[src/rtl/ai_unit_issue_arbiter_pkg.sv]
// Shared AI-unit ISA constants and arbiter state encoding for the issue arbiter slice.
package ai_unit_issue_arbiter_pkg;

    localparam logic [6:0] OP_AI_CUSTOM = 7'b0001011;

    localparam logic [6:0] AI_MATMUL    = 7'h00;
    localparam logic [6:0] AI_CONV2D    = 7'h01;
    localparam logic [6:0] AI_RELU      = 7'h02;
    localparam logic [6:0] AI_SIGMOID   = 7'h03;
    localparam logic [6:0] AI_MAXPOOL   = 7'h04;
    localparam logic [6:0] AI_AVGPOOL   = 7'h05;
    localparam logic [6:0] AI_BATCHNORM = 7'h06;

    localparam logic [2:0] AI_INT32 = 3'b000;
    localparam logic [2:0] AI_FP32  = 3'b010;

    localparam int FLAG_INVALID_OP = 2;
    localparam int FLAG_MEM_FAULT  = 4;

    // Flags reported when the watchdog aborts an op: the invalid-op bit only.
    localparam logic [4:0] TIMEOUT_FLAGS = 5'(1 << FLAG_INVALID_OP);

    typedef enum logic [1:0] {
        ST_IDLE,
        ST_EXEC,
        ST_DRAIN
    } arb_state_e;

endpackage

[src/rtl/ai_unit_issue_arbiter_if.sv]
// Requester issue/response bundle plus the AI unit instruction port seen by the arbiter.
interface ai_unit_issue_arbiter_if #(
    parameter int NUM_REQ = 4,
    parameter int XLEN    = 64
);
    localparam int IDW = $clog2(NUM_REQ);

    logic [NUM_REQ-1:0]           req_valid;
    logic [NUM_REQ-1:0]           req_ready;
    logic [NUM_REQ-1:0][6:0]      req_funct7;
    logic [NUM_REQ-1:0][2:0]      req_funct3;
    logic [NUM_REQ-1:0][XLEN-1:0] req_rs1_data;
    logic [NUM_REQ-1:0][XLEN-1:0] req_rs2_data;
    logic [NUM_REQ-1:0][XLEN-1:0] req_rs3_data;

    logic [NUM_REQ-1:0] rsp_valid;
    logic [XLEN-1:0]    rsp_result;
    logic [4:0]         rsp_flags;
    logic               rsp_timeout;
    logic               busy;
    logic [IDW-1:0]     owner_id;

    logic            ai_enable;
    logic [6:0]      ai_opcode;
    logic [6:0]      ai_funct7;
    logic [2:0]      ai_funct3;
    logic [XLEN-1:0] ai_rs1_data;
    logic [XLEN-1:0] ai_rs2_data;
    logic [XLEN-1:0] ai_rs3_data;
    logic            ai_ready;
    logic            ai_valid;
    logic [XLEN-1:0] ai_result;
    logic [4:0]      ai_flags;

    modport slave (
        input  req_valid, req_funct7, req_funct3, req_rs1_data, req_rs2_data, req_rs3_data,
        input  ai_ready, ai_valid, ai_result, ai_flags,
        output req_ready, rsp_valid, rsp_result, rsp_flags, rsp_timeout, busy, owner_id,
        output ai_enable, ai_opcode, ai_funct7, ai_funct3, ai_rs1_data, ai_rs2_data, ai_rs3_data
    );

    modport master (
        output req_valid, req_funct7, req_funct3, req_rs1_data, req_rs2_data, req_rs3_data,
        output ai_ready, ai_valid, ai_result, ai_flags,
        input  req_ready, rsp_valid, rsp_result, rsp_flags, rsp_timeout, busy, owner_id,
        input  ai_enable, ai_opcode, ai_funct7, ai_funct3, ai_rs1_data, ai_rs2_data, ai_rs3_data
    );

endinterface

[src/rtl/ai_unit_issue_arbiter_rr_arbiter.sv]
// Combinational round-robin pick: first asserted request at or after the pointer, wrapping.
module rr_arbiter #(
    parameter int NUM_REQ = 4,
    parameter int IDW     = $clog2(NUM_REQ)
) (
    input  logic [NUM_REQ-1:0] req,
    input  logic [IDW-1:0]     ptr,
    output logic [NUM_REQ-1:0] grant_oh,
    output logic [IDW-1:0]     grant_idx,
    output logic               grant_any
);

    // NOTE: every output gets a default before the loop so no latch can be inferred.
    always_comb begin
        grant_oh  = '0;
        grant_idx = '0;
        grant_any = |req;
        // Scan from farthest to nearest so the closest candidate to ptr is written last.
        for (int k = NUM_REQ - 1; k >= 0; k--) begin
            if (req[(int'(ptr) + k) % NUM_REQ]) begin
                grant_idx = IDW'((int'(ptr) + k) % NUM_REQ);
            end
        end
        grant_oh[grant_idx] = grant_any;
    end

endmodule

[src/rtl/ai_unit_issue_arbiter.sv]
// Shares one AI unit between NUM_REQ requesters: round-robin grant, enable/valid sequencing,
// per-owner response pulse and a watchdog that aborts a hung operation.
module ai_unit_issue_arbiter
    import ai_unit_issue_arbiter_pkg::*;
#(
    parameter int NUM_REQ        = 4,
    parameter int XLEN           = 64,
    parameter int TIMEOUT_CYCLES = 4096
) (
    input  logic                    clk,
    input  logic                    rst_n,
    ai_unit_issue_arbiter_if.slave  bus
);

    localparam int             IDW      = $clog2(NUM_REQ);
    localparam int             CW       = $clog2(TIMEOUT_CYCLES);
    localparam logic [CW-1:0]  CNT_LAST = CW'(TIMEOUT_CYCLES - 1);

    arb_state_e        state, state_nxt;
    logic [IDW-1:0]    rr_ptr, owner;
    logic [CW-1:0]     wd_cnt;
    logic [NUM_REQ-1:0] grant_oh;
    logic [IDW-1:0]    grant_idx;
    logic              grant_any, grant_en, exec_done;

    logic [6:0]        op_funct7;
    logic [2:0]        op_funct3;
    logic [XLEN-1:0]   op_rs1, op_rs2, op_rs3;

    logic [NUM_REQ-1:0] rsp_valid_q;
    logic [XLEN-1:0]    rsp_result_q;
    logic [4:0]         rsp_flags_q;
    logic               rsp_timeout_q;

    rr_arbiter #(.NUM_REQ(NUM_REQ), .IDW(IDW)) u_rr (
        .req       (bus.req_valid),
        .ptr       (rr_ptr),
        .grant_oh  (grant_oh),
        .grant_idx (grant_idx),
        .grant_any (grant_any)
    );

    assign exec_done = (state == ST_EXEC) && (bus.ai_valid || (wd_cnt == CNT_LAST));

    always_comb begin
        state_nxt = state;
        grant_en  = 1'b0;
        case (state)
            ST_IDLE: begin
                if (grant_any && bus.ai_ready) begin
                    grant_en  = 1'b1;
                    state_nxt = ST_EXEC;
                end
            end
            ST_EXEC: begin
                if (exec_done) state_nxt = ST_DRAIN;
            end
            ST_DRAIN: begin
                // The response pulse marks the first DRAIN cycle; leaving is allowed only after it.
                if (!(|rsp_valid_q) && bus.ai_ready) state_nxt = ST_IDLE;
            end
            default: state_nxt = ST_IDLE;
        endcase
    end

    // NOTE: sequential state uses non-blocking assignments so every register samples pre-edge values.
    always_ff @(posedge clk or negedge rst_n) begin
        if (!rst_n) begin
            state  <= ST_IDLE;
            rr_ptr <= '0;
            owner  <= '0;
            wd_cnt <= '0;
        end else begin
            state <= state_nxt;
            if (grant_en) begin
                owner  <= grant_idx;
                rr_ptr <= (grant_idx == IDW'(NUM_REQ - 1)) ? '0 : grant_idx + 1'b1;
                wd_cnt <= '0;
            end else if (state == ST_EXEC) begin
                wd_cnt <= wd_cnt + 1'b1;
            end
        end
    end

    // NOTE: operand and response registers drive ports directly, so they are reset to keep outputs at 0.
    always_ff @(posedge clk or negedge rst_n) begin
        if (!rst_n) begin
            op_funct7     <= '0;
            op_funct3     <= '0;
            op_rs1        <= '0;
            op_rs2        <= '0;
            op_rs3        <= '0;
            rsp_valid_q   <= '0;
            rsp_result_q  <= '0;
            rsp_flags_q   <= '0;
            rsp_timeout_q <= 1'b0;
        end else begin
            rsp_valid_q <= '0;
            if (grant_en) begin
                op_funct7 <= bus.req_funct7[grant_idx];
                op_funct3 <= bus.req_funct3[grant_idx];
                op_rs1    <= bus.req_rs1_data[grant_idx];
                op_rs2    <= bus.req_rs2_data[grant_idx];
                op_rs3    <= bus.req_rs3_data[grant_idx];
            end
            if (exec_done) begin
                rsp_valid_q[owner] <= 1'b1;
                // A result arriving on the expiry cycle still counts as a normal completion.
                if (bus.ai_valid) begin
                    rsp_result_q  <= bus.ai_result;
                    rsp_flags_q   <= bus.ai_flags;
                    rsp_timeout_q <= 1'b0;
                end else begin
                    rsp_result_q  <= '0;
                    rsp_flags_q   <= TIMEOUT_FLAGS;
                    rsp_timeout_q <= 1'b1;
                end
            end
        end
    end

    assign bus.req_ready   = grant_en ? grant_oh : '0;
    assign bus.rsp_valid   = rsp_valid_q;
    assign bus.rsp_result  = rsp_result_q;
    assign bus.rsp_flags   = rsp_flags_q;
    assign bus.rsp_timeout = rsp_timeout_q;
    assign bus.busy        = (state != ST_IDLE);
    assign bus.owner_id    = owner;

    assign bus.ai_enable   = (state == ST_EXEC);
    assign bus.ai_opcode   = OP_AI_CUSTOM;
    assign bus.ai_funct7   = op_funct7;
    assign bus.ai_funct3   = op_funct3;
    assign bus.ai_rs1_data = op_rs1;
    assign bus.ai_rs2_data = op_rs2;
    assign bus.ai_rs3_data = op_rs3;

endmodule

[src/flat_wrapper.sv]
// flat-port wrapper written by rule: the top's interface ports become plain ports
module ai_unit_issue_arbiter_flat import ai_unit_issue_arbiter_pkg::*;
#(
    parameter int NUM_REQ        = 4,
    parameter int XLEN           = 64,
    parameter int TIMEOUT_CYCLES = 4096
)
  (clk, rst_n, bus_req_valid, bus_req_funct7, bus_req_funct3, bus_req_rs1_data, bus_req_rs2_data, bus_req_rs3_data, bus_ai_ready, bus_ai_valid, bus_ai_result, bus_ai_flags, bus_req_ready, bus_rsp_valid, bus_rsp_result, bus_rsp_flags, bus_rsp_timeout, bus_busy, bus_owner_id, bus_ai_enable, bus_ai_opcode, bus_ai_funct7, bus_ai_funct3, bus_ai_rs1_data, bus_ai_rs2_data, bus_ai_rs3_data);
  ai_unit_issue_arbiter_if #(.NUM_REQ(NUM_REQ), .XLEN(XLEN)) bus_i ();
  input  logic clk;
  input  logic rst_n;
  input wire logic [$bits(bus_i.req_valid)-1:0] bus_req_valid;
  input wire logic [$bits(bus_i.req_funct7)-1:0] bus_req_funct7;
  input wire logic [$bits(bus_i.req_funct3)-1:0] bus_req_funct3;
  input wire logic [$bits(bus_i.req_rs1_data)-1:0] bus_req_rs1_data;
  input wire logic [$bits(bus_i.req_rs2_data)-1:0] bus_req_rs2_data;
  input wire logic [$bits(bus_i.req_rs3_data)-1:0] bus_req_rs3_data;
  input wire logic [$bits(bus_i.ai_ready)-1:0] bus_ai_ready;
  input wire logic [$bits(bus_i.ai_valid)-1:0] bus_ai_valid;
  input wire logic [$bits(bus_i.ai_result)-1:0] bus_ai_result;
  input wire logic [$bits(bus_i.ai_flags)-1:0] bus_ai_flags;
  output wire logic [$bits(bus_i.req_ready)-1:0] bus_req_ready;
  output wire logic [$bits(bus_i.rsp_valid)-1:0] bus_rsp_valid;
  output wire logic [$bits(bus_i.rsp_result)-1:0] bus_rsp_result;
  output wire logic [$bits(bus_i.rsp_flags)-1:0] bus_rsp_flags;
  output wire logic [$bits(bus_i.rsp_timeout)-1:0] bus_rsp_timeout;
  output wire logic [$bits(bus_i.busy)-1:0] bus_busy;
  output wire logic [$bits(bus_i.owner_id)-1:0] bus_owner_id;
  output wire logic [$bits(bus_i.ai_enable)-1:0] bus_ai_enable;
  output wire logic [$bits(bus_i.ai_opcode)-1:0] bus_ai_opcode;
  output wire logic [$bits(bus_i.ai_funct7)-1:0] bus_ai_funct7;
  output wire logic [$bits(bus_i.ai_funct3)-1:0] bus_ai_funct3;
  output wire logic [$bits(bus_i.ai_rs1_data)-1:0] bus_ai_rs1_data;
  output wire logic [$bits(bus_i.ai_rs2_data)-1:0] bus_ai_rs2_data;
  output wire logic [$bits(bus_i.ai_rs3_data)-1:0] bus_ai_rs3_data;
  assign bus_i.req_valid = bus_req_valid;
  assign bus_i.req_funct7 = bus_req_funct7;
  assign bus_i.req_funct3 = bus_req_funct3;
  assign bus_i.req_rs1_data = bus_req_rs1_data;
  assign bus_i.req_rs2_data = bus_req_rs2_data;
  assign bus_i.req_rs3_data = bus_req_rs3_data;
  assign bus_i.ai_ready = bus_ai_ready;
  assign bus_i.ai_valid = bus_ai_valid;
  assign bus_i.ai_result = bus_ai_result;
  assign bus_i.ai_flags = bus_ai_flags;
  assign bus_req_ready = bus_i.req_ready;
  assign bus_rsp_valid = bus_i.rsp_valid;
  assign bus_rsp_result = bus_i.rsp_result;
  assign bus_rsp_flags = bus_i.rsp_flags;
  assign bus_rsp_timeout = bus_i.rsp_timeout;
  assign bus_busy = bus_i.busy;
  assign bus_owner_id = bus_i.owner_id;
  assign bus_ai_enable = bus_i.ai_enable;
  assign bus_ai_opcode = bus_i.ai_opcode;
  assign bus_ai_funct7 = bus_i.ai_funct7;
  assign bus_ai_funct3 = bus_i.ai_funct3;
  assign bus_ai_rs1_data = bus_i.ai_rs1_data;
  assign bus_ai_rs2_data = bus_i.ai_rs2_data;
  assign bus_ai_rs3_data = bus_i.ai_rs3_data;
  ai_unit_issue_arbiter #(.NUM_REQ(NUM_REQ), .XLEN(XLEN), .TIMEOUT_CYCLES(TIMEOUT_CYCLES)) u_core (.clk(clk), .rst_n(rst_n), .bus(bus_i));
endmodule
[config.mk]
export PLATFORM = sky130hd
export DESIGN_NAME = ai_unit_issue_arbiter_flat
export DESIGN_NICKNAME = d
export VERILOG_FILES = /design/src/rtl/ai_unit_issue_arbiter_pkg.sv /design/src/rtl/ai_unit_issue_arbiter_if.sv /design/src/rtl/ai_unit_issue_arbiter_rr_arbiter.sv /design/src/rtl/ai_unit_issue_arbiter.sv /design/src/flat_wrapper.sv
export SDC_FILE = /design/constraint.sdc
export NUM_CORES = 1
export LEC_CHECK = 0
export BUFFER_PORTS_ARGS = -buffer_cell sky130_fd_sc_hd__buf_2
export CORE_AREA = 2 2 461 463
export DETAILED_ROUTE_END_ITERATION = 8
export DIE_AREA = 0 0 463 465
export SYNTH_ARGS = -nofsm -noshare
export SYNTH_HDL_FRONTEND = slang
export SYNTH_SLANG_ARGS = --single-unit
export TNS_END_PERCENT = 10
[constraint.sdc]
create_clock -name clk -period 3.65 [get_ports clk]
set_input_delay 0.73 -clock clk [delete_from_list [all_inputs] [get_ports clk]]
set_output_delay 0.73 -clock clk [all_outputs]
set_load 0.05 [all_outputs]
# After elaboration in Yosys (flattened, before gate mapping)
# Index checks and enable logic that the tools add are counted.
# Widths: inputs -> output; s select.
[classes] n_addsub=5 n_lt_le_gt_ge=8 n_eq_ne=7 mux=43 bitwise=4 reduce_logical=16
[op_table] op="$bmux 64 s2" count=3
[op_table] op="$mux 64" count=4
[op_table] op="$mux 12" count=2
[op_table] op="$mux 2" count=8
[op_table] op="$bmux 7 s2" count=1
[op_table] op="$add 12x1->12 const B" count=1
[op_table] op="$eq 12x12->1 const B" count=1
[op_table] op="$lt 3x4->1 const B" count=3
[op_table] op="$mux 1" count=12
[op_table] op="$lt 2x3->1 const B" count=3
[op_table] op="$bmux 1 s2" count=4
[op_table] op="$mux 4" count=2
[op_table] op="$reduce_or 4->1" count=2
[op_table] op="$mux 7" count=1
[op_table] op="$bmux 3 s2" count=1
[op_table] op="$ne 2x1->1 const B" count=3
[op_table] op="$pmux 2 s3" count=1
[op_table] op="$reduce_or 2->1" count=3
[op_table] op="$logic_and 1x1->1" count=5
[op_table] op="$mux 5" count=1
[op_table] op="$add 2x1->2 const B" count=2
[op_table] op="$add 2x2->2 const B" count=2
[op_table] op="$and 4x4->4" count=1
[op_table] op="$demux 1 s2" count=2
[op_table] op="10 further kinds" count=15
[totals] reg_bits=294 output_inout_bits=291 elab_cells=96

# Logic depth before layout (Yosys ltp)
[depth] ltp_word=16 ltp_mapped=9 depth_no_buf=6

# By module
# From an unflattened synthesis, not the netlist that was laid out.
[unflattened] hier_cells=1493 area_unflattened_um2=16402.0
[modules_own_cells] mod="ai_unit_issue_arbiter" instances=1 cells_each=1460 area_per_inst_um2=16190.5 seq_area_each_um2=7357.1
[modules_own_cells] mod="rr_arbiter" instances=1 cells_each=33 area_per_inst_um2=211.5 seq_area_each_um2=0.0

# Worst setup path before layout
# No wires, ideal clock.
[synth_path] kind="input-to-output" from="in bus_req_valid[0]" to="out bus_req_ready[0]" arrival_ps=2498 required_time_ps=2920 setup_slack_ps=422 cell_stages=7 path_cell_list="or3b_2 o221ai_1 buf_4 buf_4 buf_6 inv_2 nor2_1"
[synth_between] elab_chain_cells=13 word_cells_on_any_way=26 classes_between="2 x order compare; 20 x mux; 1 x bitwise; 3 x reduce/logical"
[synth_lines] element="start: declaration" line="flat_wrapper.sv:12" text="input wire logic [$bits(bus_i.req_valid)-1:0] bus_req_valid;"
[synth_lines] element="$bmux 1 s2" line="ai_unit_issue_arbiter_rr_arbiter.sv:20" text="if (req[(int'(ptr) + k) % NUM_REQ]) begin"
[synth_lines] element="$mux 1 (not written as such) (2 in series)" line="ai_unit_issue_arbiter_rr_arbiter.sv:20"
[synth_lines] element="$mux 2 (4 in series)" line="ai_unit_issue_arbiter_rr_arbiter.sv:20"
[synth_lines] element="$lt 2x3->1 (not written as such) or $ge 2x1->1 (tied branches)" line="ai_unit_issue_arbiter_rr_arbiter.sv:24" text="grant_oh[grant_idx] = grant_any;"
[synth_lines] element="$logic_and 1x1->1 (not written as such)" line="ai_unit_issue_arbiter_rr_arbiter.sv:24"
[synth_lines] element="$mux 1 (not written as such)" line="ai_unit_issue_arbiter_rr_arbiter.sv:24"
[synth_lines] element="$demux 1 s2" line="ai_unit_issue_arbiter_rr_arbiter.sv:24"
[synth_lines] element="$and 4x4->4 (no source line)"
[synth_lines] element="$mux 4 *" line="ai_unit_issue_arbiter.sv:122" text="assign bus.req_ready = grant_en ? grant_oh : '0;"
[synth_lines] element="end: declaration" line="flat_wrapper.sv:22" text="output wire logic [$bits(bus_i.req_ready)-1:0] bus_req_ready;"
# Every way passes the cells marked *; elsewhere a longest branch is shown, timed or not. The select of a mux whose other input is x is not followed.

# Final worst setup path
[layout_path] from="reg u_core.rr_ptr[1]" to="out bus_req_ready[3]"
[layout_between] elab_chain_cells=14 word_cells_on_any_way=25 classes_between="3 x add/sub; 2 x order compare; 18 x mux; 1 x bitwise; 1 x reduce/logical"
[layout_lines] element="start: declaration" line="ai_unit_issue_arbiter.sv:20" text="logic [IDW-1:0] rr_ptr, owner;"
[layout_lines] element="start signal: assignment" line="ai_unit_issue_arbiter.sv:77" text="rr_ptr <= (grant_idx == IDW'(NUM_REQ - 1)) ? '0 : grant_idx + 1'b1;"
[layout_lines] element="$add 2x2->2" line="ai_unit_issue_arbiter_rr_arbiter.sv:20, ai_unit_issue_arbiter_rr_arbiter.sv:21"
[layout_lines] element="$bmux 1 s2" line="ai_unit_issue_arbiter_rr_arbiter.sv:20"
[layout_lines] element="$mux 1 (not written as such) (2 in series)" line="ai_unit_issue_arbiter_rr_arbiter.sv:20"
[layout_lines] element="$mux 2 (3 in series)" line="ai_unit_issue_arbiter_rr_arbiter.sv:20"
[layout_lines] element="$mux 2 *" line="ai_unit_issue_arbiter_rr_arbiter.sv:20"
[layout_lines] element="$lt 2x3->1 (not written as such) or $ge 2x1->1 (tied branches)" line="ai_unit_issue_arbiter_rr_arbiter.sv:24"
[layout_lines] element="$logic_and 1x1->1 (not written as such)" line="ai_unit_issue_arbiter_rr_arbiter.sv:24"
[layout_lines] element="$mux 1 (not written as such)" line="ai_unit_issue_arbiter_rr_arbiter.sv:24"
[layout_lines] element="$demux 1 s2 *" line="ai_unit_issue_arbiter_rr_arbiter.sv:24"
[layout_lines] element="$and 4x4->4 (no source line) *"
[layout_lines] element="$mux 4 *" line="ai_unit_issue_arbiter.sv:122"
# Marked as above.

==> impl_results.md <==
* Status: finished, final reports clean
* Setup Crit Path Kind: reg -> out
* Worst Hold Class: in -> async
* Vias at 18100
* First DRT Iteration DRCs at 932
* Total GRT Usage at 13.0%
* Largest net degree at the start of global routing at 112
* CP max FO at 6
* CTS Buf Count at 41
* Setup TNS Final at 0 ns
* Clock slew at reported path FFs at 0.06 ns
* Pre-Repair DR Iteration Count at 4
* Grt met2 use at 22.4%
* Global-route met1 utilization at 13.4%
* Full die area at 215000 um2
* Unrepaired setup endpoints after global routing: false
* Total wire length at 147000 um
* Antenna Nets Post-Route at 0
* Mapped Area at 17000 um2
* Total global routing overflow at 0
* Post-Layout Cell Count at 5490
* Rel. slew slack at 32.9%
* Max Clock Skew at 0.0333 ns
* Worst EP required at 2.92 ns
* Number of remaining DRC errors at 0
* Number of setup buffers added after CTS at 0
* Worst path cell trace: nand2_1 > a311oi_1 > nor2_1 > ha_1 > and2_1 > buf_4
* Final Hold Fails at 0
* FP Rows at 169
* Core outline area at 211000 um2
* Fin crit period at 3.40 ns
* Hpwl dp at 128000 um
* Synth unique cells at 43
* Routability cong. at 0.992
* PortBufs at 1168
* Filler Cell Count at 24100
* Clk sinks at 294
* Leak pwr at 13.9 nW
* H-tree levels at 2
* Avg Cell Area, Syn at 12.0 um2
* Drt wl/cell at 26.7 um
* Commonest non-fill, non-tap cell in the layout: buf_2
* Placed Instances at 5355
* Initial antenna violation count at 157
* Worst flop-to-flop path startpoint: u_core.rr_ptr[0]
* Register area share after synthesis at 43.3%
* Crit. Startpoint: u_core.rr_ptr[1]
* Cells after synthesis at 1413
* Layout cells sized above 1 at 55.7%
* Routing usage on met3 at 5.82%
* Die Width at 463 um
* Final setup violation count at 0
* Critical path's largest stage delay at 0.62 ns
* Least-Margin Pin Slew at 1.00 ns
* Reg-to-Reg End: u_core.bus.ai_rs3_data[21]
* Root Driver: clkbuf_16
* Die Ht at 465 um
* Cts hold-fix bufs at 0
* PD cells at 935 nW/um2
* R2R cell count at 9
* Clk_lat worst skew at 0.65 ns
* Nets@finish at 3464
* R2R setup slack at 0.65 ns
* Area contributors post-synth: dfrtp_1, mux2i_1, a2bb2oi_2
* Seq cells post-synth at 294
* Part of the cycle the worst path needs at 93.2%
* Vias in the first global route at 17700
* Area Growth Syn to Fin at 64.8%
* Vias/cell at 3.30
* F_max at 0.294 GHz
* Crit start category: flip-flop
* Most frequent cells in the layout: buf_2, mux2i_1, dfrtp_1
* Max-cap violation count at 0
* Max-slew violations at 0
* CTS tree: done
* Slowest stage cell, crit path: a311oi_1
* Yosys top cell by area: dfrtp_1
* Synth warn at 0
* Max Root-Sink Buffers at 3
* First-pass GRT wire length at 183000 um
* Grt peak-use layer: met2
* Top-level port count at 1176
* Share of the synthesized area in the top cell type at 43.3%
* Critical Path Sink Type: primary output
* CP arrival at 2.67 ns
* Initial Utilization at 8.06%
* Cts repair resizes at 0
* Worst ir drop on vdd at 0.716 mV
## per-layer routing
layer | part of all wire, % | vias to the layer above
li1 | - | 7813
met3 | 12 | 374
met4 | 5.6 | 74
met1 | 34 | 8549
met5 | 0.35 | -
met2 | 48 | 1295
## how the worst max path moves through the flow
stage	endpoint	cells past startpoint
floorplan	bus_req_ready[0]	7
global placement	u_core.bus.ai_rs2_data[63]	7
detailed placement	u_core.bus.ai_rs3_data[7]	7
CTS	bus_req_ready[3]	6
global route	bus_req_ready[3]	6
finish	bus_req_ready[3]	6
## layout make-up
| cell class | count | area (um2) | area share (%) |
|---|---|---|---|
| Multi-Input combinational cell | 979 | 8790 | 31.4 |
| Sequential cell | 294 | 7360 | 26.3 |
| Timing Repair Buffer | 1254 | 6750 | 24.1 |
| Tap cell | 2821 | 3530 | 12.6 |
| Clock buffer | 55 | 1170 | 4.17 |
| Clock inverter | 17 | 218 | 0.777 |
| Antenna cell | 63 | 158 | 0.563 |
| Inverter | 7 | 26.3 | 0.0938 |
## worst max-delay path, delay by kind of cell (launching register included)
kind | cells | cell delay, ns
compound gates | 1 | 0.62
fa+ha+maj | 1 | 0.26
buf+inv | 1 | 0.20
flops | 1 | 0.44
simple gates | 3 | 0.50
## where the power goes
part           internal, mW  switching, mW
clock network          2.48           1.83
logic                  4.72           11.3
registers              4.77           1.07
total                  12.0           14.2
## stage by stage
step | hold WS [ns] | area, um2 | setup slack (ns) | power (mW) | util, %
after floorplan | 0.434 | 17000 | 0.422 | 16.3 | -
after global placement | 0.464 | 26500 | 0.387 | 22.1 | 12.6
after detailed placement | 0.468 | 26500 | 0.375 | 22.3 | 12.6
after CTS | 0.0780 | 27800 | 0.105 | 26.8 | 13.2
after global routing | 0.102 | 28000 | 0.0217 | 27.4 | 13.3
final | 0.102 | 28000 | 0.249 | 26.2 | 13.3
## sequential cells by signal, indices dropped and copies added (netlist names)
signal / count
u_core.bus.ai_rs1_data: 64
u_core.bus.ai_rs2_data: 64
u_core.bus.ai_rs3_data: 64
u_core.bus.rsp_result: 64
u_core.wd_cnt: 12
u_core.bus.ai_funct7: 7
u_core.bus.rsp_flags: 5
u_core.bus.rsp_valid: 4
u_core.bus.ai_funct3: 3
u_core.bus.owner_id: 2
u_core.rr_ptr: 2
u_core.state: 2
u_core.bus.rsp_timeout: 1
## Yosys cell counts (all sizes together)
| cell | count |
|---|---|
| o21ai | 215 |
| xnor2 | 1 |
| mux2 | 1 |
| or2 | 1 |
| nand3 | 11 |
| dfrtp | 294 |
| a21boi | 1 |
| mux2i | 406 |
| or3b | 1 |
| nor3b | 2 |
| a21oi | 5 |
| o31ai | 2 |
| inv | 7 |
| nor4 | 2 |
| ha | 2 |
| nor2b | 1 |
| a311oi | 1 |
| and3 | 2 |
| conb | 2 |
| nand4 | 4 |
| or4 | 1 |
| nor2 | 10 |
| buf | 96 |
| nand2b | 2 |
| and2 | 2 |
| xor2 | 2 |
| o221ai | 1 |
| o211ai | 1 |
| nand2 | 22 |
| a2bb2oi | 202 |
| nor3 | 3 |
| clkbuf | 42 |
| a22o | 68 |
## logic make-up (layout without fill, tap and decap cells)
group / after synthesis / in the layout / share of synthesized area (%)
muxes: 407 / 407 / 24.0
AOI/OAI and AO/OA: 496 / 496 / 25.2
adders and majority gates: 2 / 2 / 0.147
buffers and inverters: 145 / 1333 / 5.40
DFF: 294 / 294 / 43.3
xor gates and xnor gates: 3 / 3 / 0.155
and+or+nand+nor: 64 / 64 / 1.83
other: 2 / 70 / 0.0442
No activity file was read; power rests on OpenSTA's default activity.
